==> src/rtl/rf_sum_datapath.sv <==
// rf_sum_datapath: 8-entry register file with adder, LIMIT comparator and registered output port.
module rf_sum_datapath #(
  parameter int DATA_W = 8,
  parameter int LIMIT  = 10
) (
  input  logic              clk,
  input  logic              rst,
  input  logic              RFSrcMuxSel,
  input  logic [2:0]        r_addr_1,
  input  logic [2:0]        r_addr_2,
  input  logic [2:0]        wr_addr,
  input  logic              wr_en,
  input  logic              OutPortEn,
  output logic              R1Le10,
  output logic [DATA_W-1:0] out_port,
  output logic              out_valid
);
  logic [DATA_W-1:0] rf [0:7];
  logic [DATA_W-1:0] rdata1, rdata2, sum, wdata;
  // rf[0] is reset and never written, so it reads as the hardwired zero
  assign rdata1 = rf[r_addr_1];
  assign rdata2 = rf[r_addr_2];
  assign sum    = rdata1 + rdata2;
  assign wdata  = RFSrcMuxSel ? DATA_W'(1) : sum;
  assign R1Le10 = rdata1 <= DATA_W'(LIMIT);
  always_ff @(posedge clk or posedge rst) begin
    if (rst) begin
      for (int i = 0; i < 8; i++) rf[i] <= '0;
    end else if (wr_en && wr_addr != 3'd0) begin
      rf[wr_addr] <= wdata;
    end
  end
  always_ff @(posedge clk or posedge rst) begin
    if (rst) begin
      out_port  <= '0;
      out_valid <= 1'b0;
    end else begin
      out_valid <= OutPortEn;
      if (OutPortEn) out_port <= rdata1;
    end
  end
endmodule

==> config.mk <==
export PLATFORM = sky130hd
export DESIGN_NAME = rf_sum_datapath
export DESIGN_NICKNAME = d
export VERILOG_FILES = /design/src/rtl/rf_sum_datapath.sv
export SDC_FILE = /design/constraint.sdc
export NUM_CORES = 1
export LEC_CHECK = 0
export BUFFER_PORTS_ARGS = -buffer_cell sky130_fd_sc_hd__buf_2
export CAP_MARGIN = 0
export CORE_MARGIN = 2
export CORE_UTILIZATION = 40
export DETAILED_ROUTE_END_ITERATION = 6
export PLACE_DENSITY_LB_ADDON = 0.1
export SLEW_MARGIN = 20
export SYNTH_ARGS = -nofsm -noshare
export SYNTH_HDL_FRONTEND = slang
export SYNTH_SLANG_ARGS = --single-unit
==> constraint.sdc <==
create_clock -name clk -period 8.5 [get_ports clk]
set_clock_uncertainty 0.15 [all_clocks]
set_input_delay 1.275 -clock clk [delete_from_list [all_inputs] [get_ports clk]]
set_output_delay 1.275 -clock clk [all_outputs]
set_load 0.03 [all_outputs]
==> results.json <==
{
  "grt_pass1_wl_mm": 14.5,
  "ys_top_cells_by_area": "dfrtp_1, mux4_2, o21ai_0",
  "clockPowerShare_pct": 36.7,
  "wirelength_mm": 8.79,
  "p_seq_share_pct": 47.6,
  "port_buffers": 23,
  "drive_above_1_share_pct": 25.5,
  "synth_cells": 336,
  "area_delta_synth_final_pct": 10.2,
  "status": "completed",
  "setup_violations": 0,
  "syn_nets": 358,
  "final.setup.worst_slack_ns": 3.78,
  "boundaryPins": 24,
  "ir_worst_vdd_mv": 0.0640,
  "utilization_pct": 44.7,
  "setup_tns_ns": 0,
  "cts-htree-levels": 3,
  "whs_ns": 0.253,
  "rows": 36,
  "nNetsFinal": 366,
  "cts.sinks": 73,
  "ys_async_sr_fraction_pct": 100,
  "dp_slack_ns": 3.62,
  "period_minus_slack_ns": 4.72,
  "gp_congestion": 0.805,
  "via_count": 2601,
  "dpl-instance-area_sq_um": 4070,
  "postCtsHoldBufs": 0,
  "ys_types": 41,
  "ys_warn_count": 0,
  "vias_per_cell": 5.40,
  "grt_remaining_overflow": 0,
  "antenna_found_initial": 0,
  "crit_required_ns": 7.07,
  "cts-root-buf": "clkbuf_8",
  "timing.fmax_ghz": 0.212,
  "yosysTopAreaCell": "dfrtp_1",
  "dp_hpwl_mm": 5.97,
  "grt_setup_unrepaired": "false",
  "path_max_fanout": 15,
  "grt_use_total_pct": 19.0,
  "yosysMostFrequentCell": "dfrtp_1",
  "drtPass1Iterations": 4,
  "p_leak_nw": 1.91,
  "swShare_pct": 27.5,
  "yosysTopAreaCellShare_pct": 46.9,
  "tightestPinTransition_ns": 0.918,
  "post_cts_resized": 0,
  "cts_tree": "yes",
  "cts_buffers": 9,
  "synth-seq-cells": 73,
  "drcViolationCount": 0,
  "power_frac_comb_pct": 15.7,
  "cp.arrival_ns": 3.29,
  "nFillCells": 913,
  "initial_core_util_pct": 40.6,
  "multi_input_area_sq_um": 1940,
  "ant_nets": 0,
  "die-area_sq_um": 10500,
  "hold_class": "flip-flop to flip-flop",
  "dp_cells": 466,
  "synthTopCellsByCount": "dfrtp_1, nand2_1, o21ai_0, mux4_2, clkbuf_1",
  "hold_viol": 0,
  "crit_path_end_kind": "output pin",
  "yosysSeqAreaShare_pct": 46.9,
  "grt_max_degree": 74,
  "cts_buffer_depth": 2,
  "startpoint_type": "input port",
  "p_int_uw": 605,
  "slew_headroom_pct": 38.8,
  "post_drt_wl_per_cell_um": 18.2,
  "max-cap-violations": 0,
  "synth_edf_count": 0,
  "ys.flop_type": "dfrtp_1",
  "fp.dieH_um": 103,
  "stdcell_count": 482,
  "grt_pass1_vias": 2618,
  "syn-cell-area_sq_um": 3890,
  "crit_type": "input port to output pin",
  "diodes": 0,
  "syn_area_per_cell_sq_um": 11.6,
  "die_x_um": 103,
  "post_cts_buffers": 0,
  "regArea_sq_um": 1830,
  "clk_pin_slew_ns": 0.08,
  "finalMaxSlewViolations": 0,
  "drtIter0Drc": 50,
  "finalInstanceArea_sq_um": 4290,
  "core_sq_um": 9590,
  "finalPower_uw": 834,
  "finalCritPeriodShare_pct": 55.5,
  "power.switching_uw": 229,
  "p_per_area_nw_per_um2": 194,
  "insertion_delay_ns": 0.36
}
-- final timing paths --
kind	from	end	slack, ns	depth (start not counted)
worst max-delay path	r_addr_1[0]	R1Le10	3.78	6
worst max register to register	rf[0]	rf[22]	5.12	9
max in group asynchronous	rst	rf[11]	6.57	3
worst min register to register	rf[59]	rf[59]	0.25	0
worst min-delay path	rf[59]	rf[59]	0.25	0
min in group asynchronous	rst	rf[23]	1.04	3
-- power groups by stage --
stage | sequential (mW) | clock [mW] | combinational [mW]
floorplan | 0.406 | 0 | 0.0921
global placement | 0.404 | 0 | 0.130
detailed placement | 0.404 | 0 | 0.132
CTS | 0.397 | 0.314 | 0.133
global route | 0.401 | 0.331 | 0.150
finish | 0.397 | 0.306 | 0.131
-- flip-flops by register name, indices dropped and copies added, names as in the netlist --
| register | cells |
|---|---|
| out_valid | 1 |
| out_port | 8 |
| rf | 64 |
-- worst max-delay path, cell delays in order --
cell and delay, ns:
buf_2 0.44, mux4_2 0.57, mux2i_1 0.33, a31oi_1 0.15, nor4b_1 0.27, buf_2 0.25
-- layout by cell type (no fill, tap or decap), types with 2 or more instances in the layout --
cell type	synthesis	routed
buf_2	4	23
a21o_1	2	2
mux2_2	17	17
mux4_1	3	3
xnor2_1	3	3
mux2i_2	2	2
nand3_1	5	5
inv_1	4	3
nand2_1	58	58
o21ai_0	54	54
clkbuf_8	0	10
nand2b_1	6	6
a211oi_1	2	2
mux2i_1	3	3
dfrtp_1	73	73
bufinv_16	0	2
ha_1	7	7
o21ai_1	3	3
a21oi_1	8	8
nor2b_1	3	3
mux4_2	29	29
nor3_1	2	2
clkinv_2	0	2
nor2_1	8	8
-- routing by layer --
layer  vias to the layer above  share of wire (%)  GRT usage (%)
met4                         0                1.3           5.85
met1                      1302                 51           27.7
li1                       1249                  -              -
met2                        41                 45           28.7
met3                         9                2.9           4.07
met5                         -                  0              0
-- logic make-up (layout without fill, tap and decap cells) --
| family | Yosys count | after routing | synth area share, % |
|---|---|---|---|
| simple gates | 91 | 91 | 10.5 |
| compound gates | 75 | 75 | 10.4 |
| flops | 73 | 73 | 46.9 |
| mux | 54 | 54 | 25.2 |
| buf+inv | 31 | 44 | 3.31 |
| fa+ha+maj | 8 | 8 | 2.76 |
| xor+xnor | 4 | 4 | 0.900 |
-- final cells by class --
type / count / area share, %
clock buffers: 11 / 3.30
clock inverters: 5 / 1.84
inverters: 4 / 0.350
multi-input cells: 232 / 45.2
flip-flops and latches: 73 / 42.6
well taps: 133 / 3.88
repair buffers: 24 / 2.86
No activity file was read; power rests on OpenSTA's default activity.
